--- config.mk ---
export PLATFORM = sky130hd
export DESIGN_NAME = serial_subtractor
export DESIGN_NICKNAME = d
export VERILOG_FILES = /design/src/rtl/serial_subtractor_pkg.sv /design/src/rtl/full_subtractor.sv /design/src/rtl/serial_subtractor.sv
export SDC_FILE = /design/constraint.sdc
export NUM_CORES = 1
export LEC_CHECK = 0
export BUFFER_PORTS_ARGS = -buffer_cell sky130_fd_sc_hd__buf_2
export CAP_MARGIN = 20
export CORE_MARGIN = 2
export CORE_UTILIZATION = 50
export CTS_CLUSTER_SIZE = 10
export DETAILED_ROUTE_END_ITERATION = 10
export GPL_ROUTABILITY_DRIVEN = 0
export HOLD_SLACK_MARGIN = 0.12
export PLACE_DENSITY = 0.84
export SLEW_MARGIN = 20
export SYNTH_ARGS = -nofsm -noshare
export SYNTH_HDL_FRONTEND = slang
export SYNTH_SLANG_ARGS = --single-unit
--- constraint.sdc ---
create_clock -name i_clk -period 1.23 [get_ports i_clk]
set_input_delay 0.123 -clock i_clk [delete_from_list [all_inputs] [get_ports i_clk]]
set_output_delay 0.123 -clock i_clk [all_outputs]
set_load 0.05 [all_outputs]
--- src/rtl/serial_subtractor_pkg.sv ---
// Shared types and constants for the bit-serial subtractor.
// Imported by serial_subtractor; holds the FSM state type and default operand width.
package serial_subtractor_pkg;

    localparam int DEFAULT_WIDTH = 8;

    typedef enum logic [1:0] {
        IDLE = 2'd0,
        RUN  = 2'd1,
        DONE = 2'd2
    } state_t;

endpackage

--- src/rtl/full_subtractor.sv ---
// One-bit full subtractor: difference and borrow-out of a - b - borrow-in.
module full_subtractor (
    input  logic i_a,
    input  logic i_b,
    input  logic i_bin,
    output logic o_diff,
    output logic o_bout
);

    assign o_diff = i_a ^ i_b ^ i_bin;
    assign o_bout = (~i_a & i_b) | (~i_a & i_bin) | (i_b & i_bin);

endmodule

--- src/rtl/serial_subtractor.sv ---
// Bit-serial subtractor: o_diff = i_a - i_b, one bit per cycle, LSB first.
// Define SERIAL_SUBTRACTOR_OVF_EN to add the signed-overflow output o_ovf.
module serial_subtractor
    import serial_subtractor_pkg::*;
#(
    parameter int WIDTH = DEFAULT_WIDTH
) (
    input  logic             i_clk,
    input  logic             i_rst_n,
    input  logic             i_start,
    input  logic [WIDTH-1:0] i_a,
    input  logic [WIDTH-1:0] i_b,
    output logic             o_busy,
    output logic             o_done,
    output logic [WIDTH-1:0] o_diff,
`ifdef SERIAL_SUBTRACTOR_OVF_EN
    output logic             o_borrow,
    output logic             o_ovf
`else
    output logic             o_borrow
`endif
);

    localparam int               CNT_W    = $clog2(WIDTH + 1);
    localparam logic [CNT_W-1:0] CNT_LAST = CNT_W'(WIDTH - 1);
    localparam logic [CNT_W-1:0] CNT_ONE  = CNT_W'(1);

    state_t             r_state;
    logic [WIDTH-1:0]   r_a;
    logic [WIDTH-1:0]   r_b;
    logic [WIDTH-1:0]   r_res;
    logic               r_borrow;
    logic [CNT_W-1:0]   r_cnt;
`ifdef SERIAL_SUBTRACTOR_OVF_EN
    logic               r_aMsb;
    logic               r_bMsb;
`endif

    logic               w_diff;
    logic               w_bout;

    full_subtractor u_fs (
        .i_a    (r_a[0]),
        .i_b    (r_b[0]),
        .i_bin  (r_borrow),
        .o_diff (w_diff),
        .o_bout (w_bout)
    );

    // Operands shift out from the LSB while result bits enter at the MSB,
    // so after WIDTH shifts bit k of the difference lands at r_res[k].
    always_ff @(posedge i_clk or negedge i_rst_n) begin
        if (!i_rst_n) begin
            r_state  <= IDLE;
            r_a      <= '0;
            r_b      <= '0;
            r_res    <= '0;
            r_borrow <= 1'b0;
            r_cnt    <= '0;
            o_busy   <= 1'b0;
            o_done   <= 1'b0;
            o_diff   <= '0;
            o_borrow <= 1'b0;
`ifdef SERIAL_SUBTRACTOR_OVF_EN
            r_aMsb   <= 1'b0;
            r_bMsb   <= 1'b0;
            o_ovf    <= 1'b0;
`endif
        end else begin
            o_done <= 1'b0;
            case (r_state)
                IDLE: begin
                    if (i_start) begin
                        r_a      <= i_a;
                        r_b      <= i_b;
                        r_borrow <= 1'b0;
                        r_cnt    <= '0;
                        o_busy   <= 1'b1;
                        r_state  <= RUN;
`ifdef SERIAL_SUBTRACTOR_OVF_EN
                        r_aMsb   <= i_a[WIDTH-1];
                        r_bMsb   <= i_b[WIDTH-1];
`endif
                    end
                end
                RUN: begin
                    r_a      <= r_a >> 1;
                    r_b      <= r_b >> 1;
                    r_res    <= (r_res >> 1) | (WIDTH'(w_diff) << (WIDTH - 1));
                    r_borrow <= w_bout;
                    // Counter ends at WIDTH, which still fits, so it never wraps.
                    r_cnt    <= r_cnt + CNT_ONE;
                    if (r_cnt == CNT_LAST) begin
                        o_busy  <= 1'b0;
                        r_state <= DONE;
                    end
                end
                DONE: begin
                    o_done   <= 1'b1;
                    o_diff   <= r_res;
                    o_borrow <= r_borrow;
`ifdef SERIAL_SUBTRACTOR_OVF_EN
                    o_ovf    <= (r_aMsb != r_bMsb) && (r_res[WIDTH-1] != r_aMsb);
`endif
                    r_state  <= IDLE;
                end
                default: begin
                    o_busy  <= 1'b0;
                    r_state <= IDLE;
                end
            endcase
        end
    end

endmodule

==> results of run 1 <==
## area by class of cell
| class | instances | area (sq um) | share of cell area [%] |
|---|---|---|---|
| clock buffers | 6 | 82.6 | 3.54 |
| clock inverters | 1 | 30.0 | 1.29 |
| inverters | 3 | 11.3 | 0.483 |
| multi-input cells | 111 | 728 | 31.2 |
| flip-flops and latches | 42 | 1050 | 45.2 |
| well taps | 48 | 60.1 | 2.58 |
| repair buffers | 51 | 367 | 15.7 |
## where the power goes
part / internal, mW / switching, mW
logic: 1.07 / 1.44
registers: 1.94 / 0.382
clock network: 0.649 / 0.455
## critical path: cells and delay by family (launching register included)
family	cells	cell delay, ps
AOI/OAI and AO/OA	1	170
buffers and inverters	1	150
DFF	1	410
and+or+nand+nor	2	380
## final timing paths
| check | start | end |
|---|---|---|
| min | i_a[5] | r_a[5] |
| max reg2reg | r_state[0] | r_a[7] |
| min in group asynchronous | i_rst_n | o_diff[3] |
| max in group asynchronous | i_rst_n | r_state[0] |
| min reg2reg | r_res[0] | r_res[0] |
| max | r_state[0] | r_a[7] |
## placed cells by master, fill, tap and decap left out, types with 2 or more instances in the layout
cell and count:
a21oi_1 8, dfrtp_1 40, and3b_2 6, dlygate4sd3_1 6, nand3_1 3, nor2_1 2, o21ai_1 6, a22oi_1 2
buf_12 3, buf_4 12, nor2b_4 2, clkbuf_8 6, mux2_2 9, a22oi_2 6, a22o_1 4, inv_1 2
buf_2 29, nand2b_1 2, nand2_1 42, dfrtp_2 2, o21ai_0 10
## metal layers
| layer | part of all wire (%) | routed length, um | vias to the layer above |
|---|---|---|---|
| met5 | 0 | 0 | - |
| met2 | 50 | 1820 | 46 |
| met1 | 44 | 1600 | 655 |
| li1 | - | - | 658 |
| met4 | 1.3 | 47 | 0 |
| met3 | 4.8 | 176 | 6 |
## cells by family (layout without fill, tap and decap cells)
logic type	count (synthesis)	count (layout)	share of synthesized area (%)
compound gates	38	38	13.1
buf+inv	14	61	5.71
flops	42	42	57.1
mux	10	10	6.05
simple gates	61	61	16.3
fa+ha+maj	2	2	1.77
## metrics by stage
stage          power [mW]  setup TNS (ps)  cells  worst slack (ps)
4_1_cts              5.83               0    261              1.04
3_3_place_gp         4.55            -538    245             -56.4
2_1_floorplan        4.06               0    167             0.553
3_5_place_dp         4.67           -1010    245              -122
6_report             5.94           -1.49    262             -1.49
5_1_grt              6.41            -378    262             -38.2
## state kept, by name (all words and copies together) (netlist names), 2 cells and up
register  count
r_state       2
r_b           8
r_cnt         4
r_a           8
o_diff        8
r_res         8
## what timing repair did
action                                 CTS  global route
setup endpoints to repair               18            34
gates cloned                             1             0
endpoints found under the hold margin   23             0
hold buffers                             6             0
pin swaps                                0             1
gates resized for setup                  5            16
setup buffers                            2             1
==> impl_results.md, run 1 <==
* Status: finished with violations
* Failing checks: setup timing
* GR Util met2 at 34.6%
* List of most frequent post-synthesis cells: dfrtp_1, nand2_1, o21ai_0
* Core area at 0.00361 sq mm
* Final setup vio count at 1
* Final layout net count at 235
* Post-DP Area at 0.00208 sq mm
* M3 GR Usage at 6.60%
* Placed wire-length estimate at 2440 um
* DIE HEIGHT at 64.7 um
* Crit path DAT at 1410 ps
* Clk_skew at 3.96 ps
* Gr busiest metal: met2
* Worst Setup End Kind: flip-flop
* WL/cell at 13.9 um
* DRC Markers at 0
* Drt initial violations at 54
* Synth cell types at 27
* Initial Util at 51.0%
* Fmax at 0.812 GHz
* WS Path Type: flip-flop to flip-flop
* Final Max Slew Viols at 0
* Total CTS buffers at 5
* Longest Clk Path Bufs at 2
* Syn_nets at 188
* Seq/Total Area, Yosys at 57.1%
* Largest area contributor in the netlist: dfrtp_1
* Vias at 1365
* Buffers on Ports at 29
* Antenna diode count at 0
* Pleak at 1.17 nW
* Skew-Pair Late Insertion Delay at 290 ps
* Synth Cell Area at 0.00184 sq mm
* Minimum clock period at 1230 ps
* Crit path max-delay cell type: dfrtp_2
* Post-route worst setup slack at -1.49 ps
* Ys async rst share at 100%
* Required time of the critical path at 1410 ps
* Flop2flop setup slack at -1 ps
* Fin crit share at 100%
* Slew headroom at 70.0%
* Max_cap viols at 0
* Met1 Resource Use GR at 25.7%
* Hold crit path type: primary input to flip-flop
* Synthesized area per cell at 11.0 sq um
* CP Cell Sequence: and2b_2, buf_12, nor2b_4, a22o_1
* CP max FO at 9
* Share of layout cells above drive strength 1 at 38.3%
* Actual slew at the worst max-slew pin at 450 ps
* GRT Total Usage at 21.0%
* Slowest Stage Delay on Critical Path at 410 ps
* #FFs+latches synth at 42
* Largest net degree at the start of global routing at 25
* Die Area at 0.00418 sq mm
* Peak VDD IR at 0.00107 V
* Final WL at 3650 um
* Area contributors post-synth: dfrtp_1, nand2_1, mux2_2
* DRT antenna net count at 0
* Number of enable flip-flop cells after synthesis at 0
* Type of origin of the critical path: flip-flop
* Synthesis Warnings at 0
* Fin util at 64.7%
* Hold WS at 107 ps
* Post-Layout Inst Area at 0.00233 sq mm
* Synth top area share at 57.1%
* Area Growth Syn to Fin at 26.7%
* Vias in the first global route at 1412
* Cell Rows at 22
* H-tree depth at 2
* Clk slew on worst S/H paths at 70 ps
* DR pass1 iterations at 4
* Fill cell count at 290
* Total grt overflow at 0
* I/O Pins at 30
* Sink Count at 42
* Root buf cell: clkbuf_8
* Die X-Extent at 64.7 um
* Reg2reg path depth at 4
* DR vias/cell at 5.21
* Hold Violations, Final at 0
* TritonCTS clock tree: yes
* Worst hold path depth at 3
* First-pass GRT wire length at 6490 um
* Initial antenna violation count at 0
* Pwr dens at 2550 mW/mm^2
* Synth Flop Type: dfrtp_1
* Cells after Synth at 167
* RSZ-0062 raised after global routing: yes
No activity file was read; power rests on OpenSTA's default activity.
==> run 2: changes to the inputs <==
- PLACE_DENSITY: 0.84 -> 0.74
- SYNTH_HIERARCHICAL: default -> 1
==> impl_results.md, run 2 <==
* Worst Setup End Kind: flip-flop
* Largest net degree at the start of global routing at 43 (+72%)
* I/O Pins at 30 (unchanged)
* DR vias/cell at 5.08 (-2.4%)
* Xor/xnor cell area share of the yosys netlist at 0% (unchanged)
* Final layout net count at 274 (+17%)
* Most frequent cells in the layout: nand2_1, dfrtp_1, buf_2
* Drt initial violations at 115 (+110%)
* Final setup vio count at 0 (-1)
* Pwr dens at 2390 mW/mm^2 (-6.1%)
* Hold WS at 140 ps (+32.7 ps)
* Vias in the first global route at 1564 (+11%)
* Root buf cell: clkbuf_8
* Share of layout cells above drive strength 1 at 29.9% (-8.4 points)
* Dpl ws at 20.7 ps (+142 ps)
* Die X-Extent at 66.9 um (+3.4%)
* Most common cell after layout, fill and taps aside: nand2_1
* Buffers on Ports at 29 (unchanged)
* GR Util met2 at 35.1% (+0.49 points)
* Total chip power at 6.01 mW (+1.3%)
* Crit path DAT at 1400 ps (about the same)
* Number of enable flip-flop cells after synthesis at 0 (unchanged)
* Placed wire-length estimate at 2560 um (+5.2%)
* Initial antenna violation count at 0 (unchanged)
* Synth top area share at 53.2% (-3.9 points)
* Longest Clk Path Bufs at 2 (unchanged)
* Fill cell count at 317 (+9.3%)
* Clk_skew at 6.79 ps (+2.84 ps)
* Die Area at 0.00447 sq mm (+6.9%)
* Area contributors post-synth: dfrtp_1, nand2_1, a22oi_1
* Final WL at 3910 um (+7.2%)
* Fmax at 0.841 GHz (+3.6%)
* WS Path Type: flip-flop to flip-flop
* Peak VDD IR at 0.00143 V (+33%)
* Max_cap viols at 0 (unchanged)
* Synth cell types at 31 (+15%)
* Area Growth Syn to Fin at 27.4%
* Cells after Synth at 197 (+18%)
* Status: completed
* GRT Total Usage at 20.4% (-0.66 points)
* Clk slew on worst S/H paths at 80 ps (about the same)
* Core area at 0.00374 sq mm (+3.8%)
* Largest family of logic cells by synthesized area: compound AO/OA/AOI/OAI gates
* Seq/Total Area, Yosys at 53.2% (-3.9 points)
* Hold crit path type: primary input to flip-flop
* Cell Rows at 22 (unchanged)
* Crit path max-delay cell type: dfrtp_1
* DIE HEIGHT at 66.9 um (+3.4%)
* Most common cell in the netlist: nand2_1
* WL/cell at 12.9 um (-7.0%)
* First-pass GRT wire length at 6710 um (+3.4%)
* Total CTS buffers at 5 (unchanged)
* Mux contribution to synthesized area at 0.507% (-5.5 points)
* Synthesis Warnings at 6 (+6)
* Skew-Pair Late Insertion Delay at 300 ps (about the same)
* RSZ-0062 raised after global routing: yes
* Initial Util at 52.8% (+1.7 points)
* Fin crit share at 96.7% (-3.4 points)
* Final Max Slew Viols at 0 (unchanged)
* Met1 Resource Use GR at 23.8% (-1.9 points)
* Synth Area in Adders at 1.65% (-0.12 points)
* TritonCTS clock tree: yes
* Total grt overflow at 0 (unchanged)
* Synth Area in Compound Gates at 20.5% (+7.4 points)
* Simple-Gate Fraction of Synth Area at 18.9% (+2.6 points)
* CP Cell Sequence: buf_4, o21bai_2, a22oi_1, o31ai_1
* Type of origin of the critical path: flip-flop
* Pleak at 1.26 nW (+8.4%)
* Post-route worst setup slack at 40.9 ps (+42.4 ps)
* DRT antenna net count at 0 (unchanged)
* M3 GR Usage at 4.05% (-2.5 points)
* Sink Count at 42 (unchanged)
* Syn_nets at 218 (+16%)
* Synthesized area per cell at 10.0 sq um (-9.0%)
* Fin util at 67.2% (+2.6 points)
* Slew headroom at 82.0% (+12 points)
* Hold Violations, Final at 0 (unchanged)
* Largest area contributor in the netlist: dfrtp_1
* Gr busiest metal: met2
* H-tree depth at 2 (unchanged)
* Actual slew at the worst max-slew pin at 270 ps (-180 ps)
* DRC Markers at 0 (unchanged)
* Sequential cell area at 0.00105 sq mm (-0.12%)
* Slowest Stage Delay on Critical Path at 420 ps (about the same)
* Ys async rst share at 100% (unchanged)
* Multi-input logic area at 826 sq um (+13%)
* Antenna diode count at 0 (unchanged)
* List of most frequent post-synthesis cells: nand2_1, dfrtp_1, a22oi_1
* Synth Cell Area at 0.00198 sq mm (+7.3%)
* Required time of the critical path at 1450 ps (+40 ps)
* Synth Flop Type: dfrtp_1
* Vias at 1535 (+12%)
* CP max FO at 11 (+2)
* DR pass1 iterations at 4 (unchanged)
* #FFs+latches synth at 42 (unchanged)
* Minimum clock period at 1190 ps (-42.4 ps)
-- run 2: layout make-up --
type	instances	area share, %
Timing Repair Buffer	61	18.0
Multi-Input combinational cell	139	32.8
Sequential cell	42	41.8
Clock buffer	6	2.88
Inverter	4	0.596
Tap cell	48	2.39
Clock inverter	2	1.49
-- run 2: metal layers --
metal	vias to the layer above	routed length, um
met5	-	0
met4	0	94
met3	8	110
met2	24	1990
met1	727	1710
li1	776	-
-- run 2: final timing paths --
path	to	startpoint	cells past startpoint	slack, ps
worst min register to register	o_diff[0]	o_diff[0]	2	470
min in group asynchronous	o_diff[0]	i_rst_n	3	330
worst min-delay path	r_b[4]	i_b[4]	3	140
max in group asynchronous	r_state[1]	i_rst_n	3	700
worst max-delay path	r_cnt[3]	r_state[0]	4	40
worst max register to register	r_cnt[3]	r_state[0]	4	40
-- run 2: cells by family (layout without fill, tap and decap cells) --
logic type / after synthesis / after routing
DFF: 42 / 42
adders and majority gates: 2 / 2
and+or+nand+nor: 81 / 81
AOI/OAI and AO/OA: 55 / 55
buffers and inverters: 16 / 73
muxes: 1 / 1
-- run 2: report_power, final --
group,internal [mW],switching (mW)
clock,0.605,0.476
combinational,1.08,1.53
sequential,1.93,0.399
-- run 2: critical path: cells and delay by family (launching register included) --
family,cells,cell delay [ps]
AO/OA/AOI/OAI,3,490
buffers and inverters,1,190
flip-flops,1,420
-- run 2: stage by stage --
| stage | cell area, sq um | std cells | setup TNS [ps] |
|---|---|---|---|
| after global placement | 2230 | 277 | 0 |
| after floorplan | 1980 | 197 | 0 |
| after CTS | 2510 | 301 | 0 |
| after detailed placement | 2230 | 277 | 0 |
| after global routing | 2520 | 302 | -179 |
| final | 2520 | 302 | 0 |
-- run 2: repair_timing --
| action | 4_1_cts | 5_1_grt |
|---|---|---|
| gates resized for setup | 2 | 2 |
| endpoints found under the setup margin | 2 | 28 |
| setup buffers | 0 | 1 |
| hold buffers | 16 | 0 |
| endpoints found under the hold margin | 57 | 0 |
| cloned | 0 | 0 |
